### config.mk
export PLATFORM = sky130hd
export DESIGN_NAME = mp_adder_limb_seq_flat
export DESIGN_NICKNAME = d
export VERILOG_FILES = /design/src/rtl/mp_adder_limb_seq_if.sv /design/src/rtl/mp_adder_limb_seq.sv /design/src/flat_wrapper.sv
export SDC_FILE = /design/constraint.sdc
export NUM_CORES = 2
export LEC_CHECK = 0
export BUFFER_PORTS_ARGS = -buffer_cell sky130_fd_sc_hd__buf_2
export CORE_UTILIZATION = 30
export DETAILED_ROUTE_END_ITERATION = 12
export SYNTH_ARGS = -nofsm -noshare
export SYNTH_HDL_FRONTEND = slang
export SYNTH_SLANG_ARGS = --single-unit
### constraint.sdc
create_clock -name clk -period 25.2 [get_ports clk]
set_input_delay 5.04 -clock clk [delete_from_list [all_inputs] [get_ports clk]]
set_output_delay 5.04 -clock clk [all_outputs]
set_load 0.005 [all_outputs]
### src/rtl/mp_adder_limb_seq_if.sv
// Operand/result handshake bundle for the limb-serial multi-precision adder.
interface mp_adder_limb_seq_if #(
  parameter int ADDER_WIDTH = 256
);
  logic                   in_valid;
  logic                   in_ready;
  logic [ADDER_WIDTH-1:0] in_a;
  logic [ADDER_WIDTH-1:0] in_b;
  logic                   in_c;
  logic                   out_valid;
  logic                   out_ready;
  logic [ADDER_WIDTH-1:0] out_sum;
  logic                   out_c;
  logic                   busy;

  modport master (
    output in_valid, in_a, in_b, in_c, out_ready,
    input  in_ready, out_valid, out_sum, out_c, busy
  );

  modport slave (
    input  in_valid, in_a, in_b, in_c, out_ready,
    output in_ready, out_valid, out_sum, out_c, busy
  );
endinterface

### src/rtl/mp_adder_limb_seq.sv
// Limb-serial wide adder: one 16-bit limb per cycle, LSB first, producing per-bit
// G/P for a 16-bit carry-lookahead stage and sequencing the carry between limbs.
module mp_adder_limb_seq #(
  parameter int ADDER_WIDTH = 256,
  parameter int LIMB_WIDTH  = 16
) (
  input  logic                  clk,
  input  logic                  rst_n,
  mp_adder_limb_seq_if.slave    bus
);
  localparam int NUM_LIMBS = ADDER_WIDTH / LIMB_WIDTH;
  localparam int IDX_W     = (NUM_LIMBS > 1) ? $clog2(NUM_LIMBS) : 1;

  generate
    if (LIMB_WIDTH != 16) begin : g_bad_limb
      $error("mp_adder_limb_seq: LIMB_WIDTH must be 16");
    end
    if (ADDER_WIDTH < 16 || (ADDER_WIDTH % 16) != 0) begin : g_bad_width
      $error("mp_adder_limb_seq: ADDER_WIDTH must be a positive multiple of 16");
    end
  endgenerate

  typedef enum logic [1:0] {IDLE, RUN, DONE} state_t;

  state_t                 state_reg, state_next;
  logic [ADDER_WIDTH-1:0] a_reg, b_reg, sum_reg;
  logic                   carry_reg, out_c_reg;
  logic [IDX_W-1:0]       idx_reg;

  logic [LIMB_WIDTH-1:0]  a_limbs [NUM_LIMBS];
  logic [LIMB_WIDTH-1:0]  b_limbs [NUM_LIMBS];
  logic [LIMB_WIDTH-1:0]  a_limb, b_limb, g, p, limb_sum;
  logic [LIMB_WIDTH:0]    ripple;
  logic                   cla_cout, last_limb;

  // Two-level lookahead: 4-bit group G/P, then a group-level carry.
  function automatic logic cla16(input logic [15:0] gv, input logic [15:0] pv, input logic cin);
    logic [3:0] gg, pg;
    for (int j = 0; j < 4; j++) begin
      gg[j] = gv[4*j+3]
            | (pv[4*j+3] & gv[4*j+2])
            | (pv[4*j+3] & pv[4*j+2] & gv[4*j+1])
            | (pv[4*j+3] & pv[4*j+2] & pv[4*j+1] & gv[4*j]);
      pg[j] = &pv[4*j +: 4];
    end
    return gg[3] | (pg[3] & gg[2]) | (pg[3] & pg[2] & gg[1])
         | (pg[3] & pg[2] & pg[1] & gg[0]) | ((&pg) & cin);
  endfunction

  for (genvar gi = 0; gi < NUM_LIMBS; gi++) begin : g_limb
    assign a_limbs[gi] = a_reg[gi*LIMB_WIDTH +: LIMB_WIDTH];
    assign b_limbs[gi] = b_reg[gi*LIMB_WIDTH +: LIMB_WIDTH];
  end

  assign a_limb    = a_limbs[idx_reg];
  assign b_limb    = b_limbs[idx_reg];
  assign g         = a_limb & b_limb;
  assign p         = a_limb ^ b_limb;
  assign last_limb = (idx_reg == IDX_W'(NUM_LIMBS - 1));
  assign cla_cout  = cla16(g, p, carry_reg);

  // Bit-level carry chain forms the sum bits; its final carry cross-checks the lookahead.
  always_comb begin
    ripple    = '0;
    ripple[0] = carry_reg;
    for (int i = 0; i < LIMB_WIDTH; i++) begin
      ripple[i+1] = g[i] | (p[i] & ripple[i]);
    end
    limb_sum = p ^ ripple[LIMB_WIDTH-1:0];
  end

  always_ff @(posedge clk) begin
    if (!rst_n) state_reg <= IDLE;
    else        state_reg <= state_next;
  end

  always_comb begin
    state_next = state_reg;
    case (state_reg)
      IDLE:    if (bus.in_valid)  state_next = RUN;
      RUN:     if (last_limb)     state_next = DONE;
      DONE:    if (bus.out_ready) state_next = IDLE;
      default: state_next = IDLE;
    endcase
  end

  always_comb begin
    bus.in_ready  = (state_reg == IDLE);
    bus.busy      = (state_reg == RUN);
    bus.out_valid = (state_reg == DONE);
    bus.out_sum   = sum_reg;
    bus.out_c     = out_c_reg;
  end

  always_ff @(posedge clk) begin
    if (!rst_n) begin
      a_reg     <= '0;
      b_reg     <= '0;
      sum_reg   <= '0;
      carry_reg <= 1'b0;
      out_c_reg <= 1'b0;
      idx_reg   <= '0;
    end else begin
      case (state_reg)
        IDLE: if (bus.in_valid) begin
          a_reg     <= bus.in_a;
          b_reg     <= bus.in_b;
          carry_reg <= bus.in_c;
          idx_reg   <= '0;
        end
        RUN: begin
          carry_reg <= cla_cout;
          for (int k = 0; k < NUM_LIMBS; k++) begin
            if (idx_reg == IDX_W'(k)) sum_reg[k*LIMB_WIDTH +: LIMB_WIDTH] <= limb_sum;
          end
          if (last_limb) begin
            out_c_reg <= cla_cout;
            idx_reg   <= '0;
          end else begin
            idx_reg   <= idx_reg + 1'b1;
          end
        end
        default: ;
      endcase
    end
  end

  always_ff @(posedge clk) begin
    if (rst_n && state_reg == RUN) assert (cla_cout == ripple[LIMB_WIDTH]);
  end
endmodule

### src/flat_wrapper.sv
// flat-port wrapper written by rule: the top's interface ports become plain ports
module mp_adder_limb_seq_flat 
#(
  parameter int ADDER_WIDTH = 256,
  parameter int LIMB_WIDTH  = 16
)
  (clk, rst_n, bus_in_valid, bus_in_a, bus_in_b, bus_in_c, bus_out_ready, bus_in_ready, bus_out_valid, bus_out_sum, bus_out_c, bus_busy);
  mp_adder_limb_seq_if #(.ADDER_WIDTH(ADDER_WIDTH)) bus_i ();
  input  logic clk;
  input  logic rst_n;
  input wire logic [$bits(bus_i.in_valid)-1:0] bus_in_valid;
  input wire logic [$bits(bus_i.in_a)-1:0] bus_in_a;
  input wire logic [$bits(bus_i.in_b)-1:0] bus_in_b;
  input wire logic [$bits(bus_i.in_c)-1:0] bus_in_c;
  input wire logic [$bits(bus_i.out_ready)-1:0] bus_out_ready;
  output wire logic [$bits(bus_i.in_ready)-1:0] bus_in_ready;
  output wire logic [$bits(bus_i.out_valid)-1:0] bus_out_valid;
  output wire logic [$bits(bus_i.out_sum)-1:0] bus_out_sum;
  output wire logic [$bits(bus_i.out_c)-1:0] bus_out_c;
  output wire logic [$bits(bus_i.busy)-1:0] bus_busy;
  assign bus_i.in_valid = bus_in_valid;
  assign bus_i.in_a = bus_in_a;
  assign bus_i.in_b = bus_in_b;
  assign bus_i.in_c = bus_in_c;
  assign bus_i.out_ready = bus_out_ready;
  assign bus_in_ready = bus_i.in_ready;
  assign bus_out_valid = bus_i.out_valid;
  assign bus_out_sum = bus_i.out_sum;
  assign bus_out_c = bus_i.out_c;
  assign bus_busy = bus_i.busy;
  mp_adder_limb_seq #(.ADDER_WIDTH(ADDER_WIDTH), .LIMB_WIDTH(LIMB_WIDTH)) u_core (.clk(clk), .rst_n(rst_n), .bus(bus_i));
endmodule
Yosys cells after proc, flatten, opt, wreduce, memory -nomap -nowiden
Cells that the tools add are included. W data, S select, Z words.

Magnitude comparators: 1. Multiplexer cells: 15. Add/subtract/negate cells: 1. Reductions and logical operators: 26. Eq/ne operators: 20. Bitwise operators: 76.

Operators with widths (count): $bmux W16 S4 (2); $mux W16 (4); $and A1 B1 Y1 (41); $reduce_and A2 Y1 (18); $eq A4 B4 Y1 const B (8); $xor A16 B16 Y16 (2); $or A1 B1 Y1 (31); $and A16 B16 Y16 (1); $eq A4 B3 Y1 const B (4); $reduce_and A16 Y1 (1); $reduce_and A4 Y1 (3); $eq A4 B2 Y1 const B (2); $mux W4 (2); $pmux W4 S2 (1); $mux W2 (3); $pmux W2 S3 (1); $ge A5 B5 Y1 const B (1); $not A4 Y5 (1); $add A4 B1 Y4 const B (1); $eq A4 B1 Y1 const B (1); $logic_not A4 Y1 (1); $ne A2 B2 Y1 const B (2); $reduce_and A3 Y1 (1); $eq A2 B1 Y1 const B (1); 6 further kinds (6).

Flip-flop bits (word level): 776. Word-level logic and storage cells: 161. Bits of input ports: 517. Output and inout bits: 260.

Logic depth before layout (Yosys ltp)
Depth in word-level cells: 36. Mapped depth: 25.

Worst setup path before layout
Ideal clock, no wire load.

Kind: register to register. Start point: reg u_core.idx_reg[1]. End point: reg u_core.sum_reg[79] (netlist: u_core.bus.out_sum[79]). Cell stages (with the launch flop): 26. Data required time: 25084 ps. Path buffers: 3. Setup time: 116 ps. Slack: 15944 ps. Clock period less this slack: 9256 ps. Arrival time: 9140 ps. Cell sequence: dfxtp_1 > clkbuf_1 > clkbuf_1 > mux4_2 > mux4_2 > inv_2 > fa_1 > inv_1 > fa_1 > fa_1 > fa_1 > fa_1 > fa_1 > fa_1 > fa_1 > fa_1 > fa_1 > fa_1 > fa_1 > fa_1 > fa_1 > fa_1 > xnor2_1 > clkbuf_1 > nand2_1 > o211a_1.

Word-level cells in the longest chain between the ends: 36. Elaborated cells between the ends (all ways): 42. Those cells by class: eq/ne: 1; mux: 6; bitwise: 34; reduce/logical: 1.

Ends and longest elaborated chain: start, declared (RTL line mp_adder_limb_seq.sv:28) `logic [IDX_W-1:0] idx_reg;`; start signal, assigned (RTL line mp_adder_limb_seq.sv:120) `idx_reg <= idx_reg + 1'b1;`; $not A4 Y5 (not written as such) (RTL line mp_adder_limb_seq.sv:55, mp_adder_limb_seq.sv:56); $bmux W16 S4, on equally long branches (RTL line mp_adder_limb_seq.sv:55, mp_adder_limb_seq.sv:56); $mux W16, on equally long branches (2 in series) (RTL line mp_adder_limb_seq.sv:55, mp_adder_limb_seq.sv:56); $xor A16 B16 Y16 (RTL line mp_adder_limb_seq.sv:58) `assign p = a_limb ^ b_limb;`; $and A1 B1 Y1 (RTL line mp_adder_limb_seq.sv:67) `ripple[i+1] = g[i] | (p[i] & ripple[i]);`; $or A1 B1 Y1 (RTL line mp_adder_limb_seq.sv:67); $and A1 B1 Y1 (RTL line mp_adder_limb_seq.sv:67); $or A1 B1 Y1 (RTL line mp_adder_limb_seq.sv:67); [... 19 more ...]; $or A1 B1 Y1 (RTL line mp_adder_limb_seq.sv:67); $and A1 B1 Y1 (RTL line mp_adder_limb_seq.sv:67); $or A1 B1 Y1 (RTL line mp_adder_limb_seq.sv:67); $and A1 B1 Y1 (RTL line mp_adder_limb_seq.sv:67); $or A1 B1 Y1 (RTL line mp_adder_limb_seq.sv:67); $and A1 B1 Y1 (RTL line mp_adder_limb_seq.sv:67); $or A1 B1 Y1 (RTL line mp_adder_limb_seq.sv:67); $xor A16 B16 Y16 (RTL line mp_adder_limb_seq.sv:69) `limb_sum = p ^ ripple[LIMB_WIDTH-1:0];`; end signal, assigned by index (RTL line mp_adder_limb_seq.sv:114) `if (idx_reg == IDX_W'(k)) sum_reg[k*LIMB_WIDTH +: LIMB_WIDTH] <= limb_sum;`; end, declared (RTL line mp_adder_limb_seq.sv:26) `logic [ADDER_WIDTH-1:0] a_reg, b_reg, sum_reg;`.

Parallel ways exist; a longest one is shown, timed or not. The select of a mux whose other input is x is not followed. A chain may end at the register's enable or synchronous reset.

Worst setup path in the final report
Start point: reg u_core.idx_reg[0]. End point: reg u_core.sum_reg[159] (netlist: u_core.bus.out_sum[159]).

The elaborated chain is that of the path after synthesis.

==> impl_metrics.yaml <==
setup_path:
  crit_fanout: 63
  end_kind: "register"
  critical_path_required_ns: 25.74
  crit_type: "register to register"
  startpoint_type: "register"
  cp_data_arrival_time_ns: 11.27
pwr:
  power_w: 0.002933
  leakage_nw: 16.83
  p_per_area_mw_per_mm2: 71.47
  ir_worst_vdd_mv: 0.04267
routing:
  postRouteAntennaNets: 0
  wl_per_cell_um: 21.51
  first_iter_violations: 1780
  dr.pass1.iters: 7
  dr_total_vias: 28050
  drt-total-wl_mm: 124.9
  vias_per_cell: 4.830
  drc: 0
grt:
  grt_use_met3: 0.04505
  grt_pass1_vias: 27140
  grt_max_degree: 204
  track_usage: 0.2156
  met1_usage: 0.2784
  grt-busiest-layer: "met2"
  antenna_found_initial: 36
  grt_overflow_total: 0
  grtUsageMet2: 0.3546
  grt_pass1_wl_mm: 180.3
layout:
  nets: 4801
  drive_above_1_share: 0.2508
  fillers: 11380
  syn_to_final_growth_pct: 23.22
  fin_util: 0.3749
  seqCellArea_mm2: 0.01555
  multiInputGateArea_mm2: 0.01644
synthesis:
  synth_cell_type_count: 43
  synthMuxAreaShare: 0.1141
  synth_top_family_by_area: "simple AND/OR/NAND/NOR gates"
  ys_seq_area_frac: 0.4665
  synth-seq-cells: 776
  synthXorXnorAreaFrac: 0.0002630
  synth_edf_count: 0
  synth_compound_area_frac: 0.1807
  syn_avg_cell_area_um2: 9.105
  synth-simple-area-share: 0.1812
  ys.flop_type: "dfxtp_1"
  netlist_instances: 3658
  yosys_warnings: 0
  synthArstFlopShare: 0
  syn_nets: 4210
  synthAdderAreaFrac: 0.01653
  synth_area_mm2: 0.03330
placed_design:
  hpwl_mm: 90.48
  portBuffers: 776
  gp_congestion: 0.8292
floorplanning:
  start_util: 0.3043
  die_h_um: 335.2
  die_x_um: 335.2
  coreArea_mm2: 0.1095
  ios: 777
  rows: 121
  die_area_mm2: 0.1124
clock_network:
  cts.clk_slew.worst_paths_ns: 0.06
  cts_hold_buf: 0
  cts-buffers-inserted: 88
  worstSkewPairLatency_ns: 0.67
  ctsHtreeMaxLevel: 3
  tritoncts: "built"
  cts_sinks: 776
  post-cts-setup-buffer-count: 0
  cts-root-buf: "clkbuf_16"
  post_cts_resized: 0
  clk_path_buf_depth: 3
sta:
  worst_hold_slack_ns: 0.4444
  rsz0062_at_grt: "false"
  skew_ns: 0.03324
  post-route-period-util: 0.4257
  period_minus_slack_ns: 10.73
  max_freq_mhz: 93.21
  worst_slew_pin_slew_ns: 1.154
  finalHoldViolCount: 0
  final-setup-viol-count: 0
  slew_headroom: 0.2267
  finalMaxSlewViolations: 0
  setup_tns_ns: 0
flow_run:
  maxCapViolCount: 0
hold_path:
  hold_class: "register to register"
status:
  status: "complete, no violations"
==> cell type report <==
class / instances / area share
sequential: 776 / 0.3789
tap: 1476 / 0.04500
antenna: 12 / 0.0007318
clock buffer: 130 / 0.06290
inverter: 8 / 0.0007318
timing repair buffer: 809 / 0.1021
multi-input combinational: 2566 / 0.4006
clock inverter: 30 / 0.008994
==> through the flow <==
| step | instance area, um^2 | setup slack, ns | instances |
|---|---|---|---|
| 6_report | 41040 | 14.47 | 5807 |
| 5_1_grt | 41010 | 14.03 | 5798 |
| 4_1_cts | 41010 | 14.40 | 5795 |
| 3_5_place_dp | 38060 | 14.42 | 5635 |
| 3_3_place_gp | 38060 | 14.57 | 5635 |
| 2_1_floorplan | 33300 | 15.94 | 3658 |
==> cell usage after synthesis, types with 2 or more instances <==
| master | count | area [um^2] |
|---|---|---|
| nand2b_1 | 3 | 18.77 |
| inv_2 | 3 | 11.26 |
| a31oi_1 | 2 | 12.51 |
| buf_2 | 38 | 190.2 |
| dfxtp_1 | 776 | 15530 |
| nor3_1 | 2 | 10.01 |
| o21a_1 | 4 | 30.03 |
| a21boi_0 | 366 | 2748 |
| fa_1 | 15 | 300.3 |
| nand2_1 | 1517 | 5694 |
| a21boi_1 | 371 | 2785 |
| inv_1 | 5 | 18.77 |
| o21ai_0 | 6 | 30.03 |
| mux4_1 | 52 | 1366 |
| nand3_1 | 12 | 60.06 |
| o211a_1 | 32 | 320.3 |
| nor2_2 | 7 | 43.79 |
| buf_12 | 4 | 80.08 |
| ha_1 | 20 | 250.2 |
| nor2_1 | 10 | 37.54 |
| nor3_2 | 2 | 20.02 |
| nand2_2 | 2 | 12.51 |
| nand4_1 | 6 | 37.54 |
| a21oi_1 | 11 | 55.05 |
| buf_6 | 6 | 67.56 |
| buf_1 | 16 | 60.06 |
| mux4_2 | 108 | 2432 |
| nor2b_1 | 4 | 25.02 |
| nor3_4 | 2 | 32.53 |
| and2_1 | 2 | 12.51 |
| clkbuf_1 | 242 | 908.4 |
==> cell families after synthesis <==
| family | after synthesis |
|---|---|
| simple gates | 1573 |
| compound gates | 797 |
| flops | 776 |
| buf+inv | 316 |
| mux | 160 |
| fa+ha+maj | 35 |
| xor+xnor | 1 |
==> critical path, cell delays in order (launching register included) <==
cell and delay [ns]:
dfxtp_4 0.67, buf_12 0.45, mux4_1 0.66, mux4_2 0.54, inv_2 0.08, fa_1 0.18
inv_1 0.07, fa_1 0.46, fa_1 0.47, fa_1 0.46, fa_1 0.46, fa_1 0.46
fa_1 0.46, fa_1 0.47, fa_1 0.47, fa_1 0.48, fa_1 0.46, fa_1 0.52
fa_1 0.49, fa_1 0.46, fa_1 0.47, xnor2_2 0.88, nand2_1 0.14, o211a_1 0.18
==> routing by layer <==
| metal | up-vias | routed length (um) |
|---|---|---|
| met3 | 208 | 8574 |
| li1 | 13440 | - |
| met2 | 901 | 58450 |
| met1 | 13480 | 53820 |
| met4 | 24 | 3935 |
| met5 | - | 153 |
==> placed cells by master, fill, tap and decap left out, drive strengths merged, types with 13 or more instances in the layout <==
master | synthesis | routed
a21boi | 737 | 737
buf | 66 | 809
clkbuf | 242 | 130
clkinv | 0 | 21
dfxtp | 776 | 776
fa | 15 | 15
ha | 20 | 20
inv | 8 | 13
mux4 | 160 | 160
nand2 | 1519 | 1519
nor2 | 17 | 17
o211a | 32 | 32
==> report_power, final <==
group          internal (W)  total [W]  switching, W
clock network      0.000757    0.00131      0.000548
registers           0.00128    0.00130     0.0000281
logic              0.000123   0.000323      0.000200
total               0.00216    0.00293      0.000776
==> path summary, 6_finish.rpt <==
check,startpoint,to,slack (ns),cells after the start
worst min-delay path,u_core.a_reg[199],u_core.a_reg[199],0.44,2
worst max-delay path,u_core.idx_reg[0],u_core.bus.out_sum[159],14.47,23
worst min register to register,u_core.a_reg[199],u_core.a_reg[199],0.44,2
worst max register to register,u_core.idx_reg[0],u_core.bus.out_sum[159],14.47,23
Note: power is estimated with default switching activity, not from simulation.
